===== config.mk =====
export PLATFORM = sky130hd
export DESIGN_NAME = noc_fifo_endpoint
export DESIGN_NICKNAME = d
export VERILOG_FILES = /design/src/rtl/noc_fifo_endpoint.sv
export SDC_FILE = /design/constraint.sdc
export NUM_CORES = 1
export LEC_CHECK = 0
export ABC_AREA = 1
export CORE_ASPECT_RATIO = 1.2
export CORE_MARGIN = 10
export CORE_UTILIZATION = 41
export CTS_CLUSTER_DIAMETER = 40
export CTS_CLUSTER_SIZE = 40
export DETAILED_ROUTE_END_ITERATION = 10
export PLACE_DENSITY = 0.68
export RECOVER_POWER = 50
export SYNTH_ARGS = -nofsm -noshare
export SYNTH_HDL_FRONTEND = slang
export SYNTH_SLANG_ARGS = --single-unit

===== constraint.sdc =====
create_clock -name clk_noc_i -period 8.27 [get_ports clk_noc_i]
set_input_delay 1.2405 -clock clk_noc_i [delete_from_list [all_inputs] [get_ports clk_noc_i]]
set_output_delay 1.2405 -clock clk_noc_i [all_outputs]
set_load 0.05 [all_outputs]

===== src/rtl/noc_fifo_endpoint.sv =====
// Router-clock side of the PM <-> NoC asynchronous FIFO link: owns the pm_in
// storage written from the NoC and drains the PM-owned pm_out FIFO onto a registered rx port.
module noc_fifo_endpoint #(
  parameter int NOC_ASYNC_FIFO_PACKET_SIZE = 32,
  parameter int NOC_ASYNC_FIFO_AWIDTH      = 3,
  parameter int SYNC_STAGES                = 2
) (
  input  logic                                  clk_noc_i,
  input  logic                                  reset_noc_i,
  input  logic                                  tx_valid_i,
  output logic                                  tx_ready_o,
  input  logic [NOC_ASYNC_FIFO_PACKET_SIZE-1:0] tx_data_i,
  output logic [NOC_ASYNC_FIFO_PACKET_SIZE-1:0] noc_fifo_pm_in_data_o,
  input  logic [NOC_ASYNC_FIFO_AWIDTH:0]        noc_fifo_pm_in_raddr_i,
  output logic [NOC_ASYNC_FIFO_AWIDTH:0]        noc_fifo_pm_in_waddr_o,
  input  logic [NOC_ASYNC_FIFO_PACKET_SIZE-1:0] noc_fifo_pm_out_data_i,
  output logic [NOC_ASYNC_FIFO_AWIDTH:0]        noc_fifo_pm_out_raddr_o,
  input  logic [NOC_ASYNC_FIFO_AWIDTH:0]        noc_fifo_pm_out_waddr_i,
  output logic                                  rx_valid_o,
  input  logic                                  rx_ready_i,
  output logic [NOC_ASYNC_FIFO_PACKET_SIZE-1:0] rx_data_o
);

  localparam int P     = NOC_ASYNC_FIFO_PACKET_SIZE;
  localparam int A     = NOC_ASYNC_FIFO_AWIDTH;
  localparam int DEPTH = 1 << A;

  function automatic logic [A:0] bin2gray(input logic [A:0] b);
    return b ^ (b >> 1);
  endfunction

  function automatic logic [A:0] gray2bin(input logic [A:0] g);
    logic [A:0] b;
    b[A] = g[A];
    for (int i = A - 1; i >= 0; i--) b[i] = b[i+1] ^ g[i];
    return b;
  endfunction

  // Pointer synchronizers: index 0 samples the async input, last index is used.
  logic [SYNC_STAGES-1:0][A:0] rsync_pipe, wsync_pipe;

  always_ff @(posedge clk_noc_i) begin
    if (reset_noc_i) begin
      rsync_pipe <= '0;
      wsync_pipe <= '0;
    end else begin
      rsync_pipe <= {rsync_pipe[SYNC_STAGES-2:0], noc_fifo_pm_in_raddr_i};
      wsync_pipe <= {wsync_pipe[SYNC_STAGES-2:0], noc_fifo_pm_out_waddr_i};
    end
  end

  // ---------------- write side (pm_in) ----------------
  logic [A:0]   wbin, wbin_nxt, wgray, rsync;
  logic         full, tx_fire;
  logic [A-1:0] pm_rd_idx;
  logic [P-1:0] mem [DEPTH];

  assign rsync    = rsync_pipe[SYNC_STAGES-1];
  assign full     = (wgray == {~rsync[A:A-1], rsync[A-2:0]});
  assign tx_ready_o = ~full & ~reset_noc_i;
  assign tx_fire  = tx_valid_i & tx_ready_o;
  assign wbin_nxt = wbin + (A+1)'(1);

  always_ff @(posedge clk_noc_i) begin
    if (reset_noc_i) begin
      wbin  <= '0;
      wgray <= '0;
    end else if (tx_fire) begin
      wbin  <= wbin_nxt;
      wgray <= bin2gray(wbin_nxt);
    end
  end

  always_ff @(posedge clk_noc_i) begin
    if (tx_fire) mem[wbin[A-1:0]] <= tx_data_i;
  end

  // Raw PM pointer is fine here: a slot is not rewritten until the synced
  // PM pointer has moved past it, so the addressed entry is stable.
  assign pm_rd_idx              = A'(gray2bin(noc_fifo_pm_in_raddr_i));
  assign noc_fifo_pm_in_data_o  = mem[pm_rd_idx];
  assign noc_fifo_pm_in_waddr_o = wgray;

  // ---------------- read side (pm_out) ----------------
  logic [A:0] rbin, rbin_nxt, rgray, wsync;
  logic       empty, load;

  assign wsync    = wsync_pipe[SYNC_STAGES-1];
  assign empty    = (rgray == wsync);
  assign load     = ~empty & (~rx_valid_o | rx_ready_i);
  assign rbin_nxt = rbin + (A+1)'(1);

  always_ff @(posedge clk_noc_i) begin
    if (reset_noc_i) begin
      rbin       <= '0;
      rgray      <= '0;
      rx_valid_o <= 1'b0;
      rx_data_o  <= '0;
    end else if (load) begin
      rx_data_o  <= noc_fifo_pm_out_data_i;
      rx_valid_o <= 1'b1;
      rbin       <= rbin_nxt;
      rgray      <= bin2gray(rbin_nxt);
    end else if (rx_ready_i & rx_valid_o) begin
      rx_valid_o <= 1'b0;
    end
  end

  assign noc_fifo_pm_out_raddr_o = rgray;

endmodule


# After elaboration in Yosys (flattened, before gate mapping)
# Memories as Yosys holds them, arrays and structs flattened.
# Index checks and enable logic that the tools add are counted.
# W data, S select, Z words.
[totals]
reg_bits = 65
output_inout_bits = 74
mem_count = 1
ramBits = 256
[mem_list]
columns = ["name", "words", "word_bits", "read_ports", "rd_ports_with_merged_regs", "wr", "line", "source"]
rows = [
  ["mem", 8, 32, 1, 0, 1, "56", "logic [P-1:0] mem [DEPTH];"],
]
[op_classes]
mux = 4
bitwise = 15
n_reduce_logical = 1
addsub = 2
eq_ne = 2
[op_table]
columns = ["cell", "count"]
rows = [
  ["$add A4 B1 Y4 const B", 2],
  ["$eq A4 B4 Y1", 2],
  ["$xor A4 B3 Y4", 2],
  ["$and A1 B1 Y1", 4],
  ["$mux W1", 4],
  ["$not A1 Y1", 4],
  ["$xor A1 B1 Y1", 3],
  ["$not A2 Y2", 1],
  ["$reduce_bool A2 Y1", 1],
  ["$or A1 B1 Y1", 1],
]

# Depth between registers and ports, before layout
[depth]
depth_word = 7
mapped_depth = 9

# Worst setup path before layout
# No wires, ideal clock.
[synth_path]
path_kind = "input -> register"
from = "input port reset_noc_i"
to = "memory mem[5][0] (netlist bit), enable pin"
arrival_time_ns = 4.050
cell_stages = 5
setup_slack_ns = 3.759
setup_time_ns = 0.461
path_cell_list = "clkbuf_1 inv_1 nand3_1 buf_4 nor3_1"
[synth_via]
elab_chain_cells = 5
[synth_lines]
columns = ["item", "line", "source"]
rows = [
  ["start, declared", "9", "input logic reset_noc_i,"],
  ["$not A1 Y1", "60", "assign tx_ready_o = ~full & ~reset_noc_i;"],
  ["$and A1 B1 Y1", "60", ""],
  ["$and A1 B1 Y1", "61", "assign tx_fire = tx_valid_i & tx_ready_o;"],
  ["$mux W1", "75", "if (tx_fire) mem[wbin[A-1:0]] <= tx_data_i;"],
  ["$mux W1 (implied by the code)", "75", ""],
  ["end, declared", "56", ""],
]
# No other way between the ends.

# Worst setup path after layout
[layout_path]
from = "input port reset_noc_i"
to = "output port tx_ready_o"
[layout_via]
elab_chain_cells = 2
[layout_lines]
columns = ["item", "line", "source"]
rows = [
  ["$not A1 Y1", "60", ""],
  ["$and A1 B1 Y1", "60", ""],
  ["end, declared", "11", "output logic tx_ready_o,"],
]
# No other way between the ends.

==> metrics.cfg <==
[clocking]
cts_buffers = 35
clk_path_buf_depth = 3
cts_setup_buffers = 0
hold_buffers = 0
cts_tree = yes
worstSkewPairLatency_ns = 0.52
cts_sinks = 319
clock_tree.root_cell = clkbuf_16
cts.repair.resized = 0
path_clk_slew_ns = 0.06
h-tree-depth = 2

[layout]
multi_input_area_mm2 = 0.00317
fillers = 2633
drive_above_1_share_pct = 10.0
fin_nets = 1301
syn_to_final_growth_pct = 23.4
seq_area_mm2 = 0.00895

[place]
gp_congestion = 0.739
preCtsSetupSlack_ns = 2.58
io_buffers = 149
place.detailed.hpwl_um = 16500

[power]
cellPowerDensity_mw_per_mm2 = 264
max-vdd-ir-drop_mv = 0.215
power.leakage_nw = 5.56

[floorplanning]
floorplan.die.height_um = 212
initial_core_util_pct = 41.4
die-area_mm2 = 0.0383
ios = 150
core_area_mm2 = 0.0305
die_w_um = 180
rows = 70

[sta]
tightest_slew_ns = 3.08
finClkSkew_ns = 0.0284
fin_ws_ns = 2.22
setup_viol = 0
drv_slew = 64
timing.final.hold_violations = 0
finalCritPeriodShare_pct = 73.2
slew_headroom_pct = -105
max_clock_freq_mhz = 165
finalWorstPathRequiredPeriod_ns = 6.05
rsz0062_at_grt = no
setup_tns_ns = 0

[worst_setup_path]
critPathArrivalTime_ns = 4.81
end_kind = output pin
crit_fanout = 63
cp_cell_sequence = buf_2 > clkbuf_1 > nor2_1 > clkdlybuf4s50_1
critical_path_class = in2out
start_kind = primary input
crit_required_ns = 7.03
critPathSlowestCell = clkbuf_1
slowest_delay_ns = 2.16

[grt]
grt_pass1_vias = 8423
grt_max_degree = 74
grt_first_pass_wirelength_um = 46300
track_usage_pct = 14.8
grt.overflow.total = 0
antenna_found_initial = 3

[synth]
yosysWarnings = 0
syn_nets = 1170
ys_seq_elements = 319
ys_seq_area_share_pct = 70.8
syn_area_mm2 = 0.0126
syn_avg_cell_area_um2 = 11.6
synthCells = 1092
yosysUniqueCellTypes = 26

[routing]
antenna_left = 0
routed_wl_um = 29600
vias = 8587
avgRoutedWirePerCell_um = 18.0
drc = 0
drtIter0Drc = 454
viasPerCell = 5.21
first_pass_iters = 5

[status]
outcome = complete, but fails checks
violations = capacitance limit, slew limit

[flow_run]
cap_violations = 1

[hold_path]
hp-class = reg2reg

## final timing paths
kind | from | endpoint | slack (ns) | depth (start not counted)
setup / recovery | reset_noc_i | tx_ready_o | 2.22 | 4
hold reg to reg | rsync_pipe[2] | rsync[2] | 0.40 | 2
setup reg to reg | rbin[3] | rx_data_o[1] | 5.67 | 6
hold / removal | rsync_pipe[2] | rsync[2] | 0.40 | 2
## cells in the mapped netlist
cell	count	area share (%)
buf_6	1	0.089
inv_1	57	1.7
a32o_1	4	0.32
nand2_2	23	1.1
o211ai_1	3	0.18
nor3_1	3	0.12
nor2_1	99	2.9
buf_2	17	0.67
nand4_1	6	0.30
nand3_1	126	5.0
o221ai_1	32	2.2
o21ai_0	68	2.7
xor2_1	5	0.35
inv_2	1	0.030
clkbuf_1	45	1.3
ha_1	2	0.20
nand3b_1	1	0.059
a21oi_2	20	1.4
nand2_1	216	6.4
dfxtp_1	63	10
xnor2_1	3	0.21
edfxtp_1	256	61
buf_4	3	0.18
buf_1	2	0.059
buf_8	2	0.24
a21oi_1	34	1.3
## flip-flops by register name, indices dropped and copies added (netlist names)
register and count:
mem 256, rsync_pipe 4, rsync 4, noc_fifo_pm_out_raddr_o 3
rx_valid_o 1, rbin 4, wbin 4, wsync 4
rx_data_o 32, wsync_pipe 4, noc_fifo_pm_in_waddr_o 3
## layout by cell type (no fill, tap or decap), types with 2 or more instances in the layout
master / n
dfxtp_1: 63
a21oi_2: 13
a21oi_1: 41
dlygate4sd3_1: 37
o211ai_1: 3
inv_1: 55
xor2_1: 5
nor2_4: 5
buf_4: 14
nand2_1: 215
ha_1: 2
buf_2: 3
xnor2_1: 3
a32o_1: 4
o221ai_1: 32
nand4_1: 6
clkbuf_8: 2
inv_8: 2
clkbuf_1: 2
clkdlybuf4s50_1: 109
nand2_2: 24
edfxtp_1: 256
inv_2: 2
clkinv_8: 2
inv_6: 8
o21ai_0: 68
clkbuf_16: 36
nor2_1: 94
clkinv_1: 3
clkinv_2: 3
nor3_2: 3
clkinv_4: 5
nand3_1: 126
## stage by stage
| stage | hold WS [ns] | utilization [%] | power (W) | instance area (µm²) | std cells |
|---|---|---|---|---|---|
| 2_1_floorplan | 0.388 | - | 0.00241 | 12600 | 1092 |
| 3_3_place_gp | 0.389 | 47.4 | 0.00263 | 14400 | 1582 |
| 3_5_place_dp | 0.394 | 47.4 | 0.00264 | 14400 | 1582 |
| 4_1_cts | 0.395 | 51.2 | 0.00418 | 15600 | 1646 |
| 5_1_grt | 0.411 | 51.1 | 0.00429 | 15600 | 1646 |
| 6_report | 0.396 | 51.1 | 0.00412 | 15600 | 1647 |
## kinds of logic (layout without fill, tap and decap cells)
| logic type | Yosys count | count (layout) | synth area share (%) |
|---|---|---|---|
| adder cells (fa/ha/maj) | 2 | 2 | 0.198 |
| buffers and inverters | 128 | 286 | 4.30 |
| AND/OR/NAND/NOR | 474 | 474 | 16.0 |
| flip-flops | 319 | 319 | 70.8 |
| AO/OA/AOI/OAI | 161 | 161 | 8.14 |
| other | 0 | 1 | 0 |
| XOR/XNOR | 8 | 8 | 0.555 |
## where the power goes
group	total, W	leakage, nW	switching [W]	internal [W]
combinational	0.000749	2.16	0.000515	0.000234
clock	0.00153	0.573	0.000661	0.000874
sequential	0.00184	2.83	0.0000381	0.00180
total	0.00412	5.56	0.00121	0.00291
## worst max-delay path, delay by kind of cell
kind                   cells  cell delay, ns
buffers and inverters      3            3.09
AND/OR/NAND/NOR            1            0.44
## area by class of cell
| type | instances | share of cell area (%) |
|---|---|---|
| Antenna cell | 1 | 0.0161 |
| Clock buffer | 39 | 5.98 |
| Multi-Input combinational cell | 645 | 20.3 |
| Inverter | 58 | 1.40 |
| Clock inverter | 25 | 1.50 |
| Sequential cell | 319 | 57.4 |
| Tap cell | 396 | 3.18 |
| Timing Repair Buffer | 164 | 10.2 |
## per-layer routing
layer,global-route usage (%),share of wire (%)
met1,18.8,44
met2,25.2,49
met3,3.08,5.7
met4,3.96,1.7
met5,0,0.044
Power figures use the tool's default switching activity.
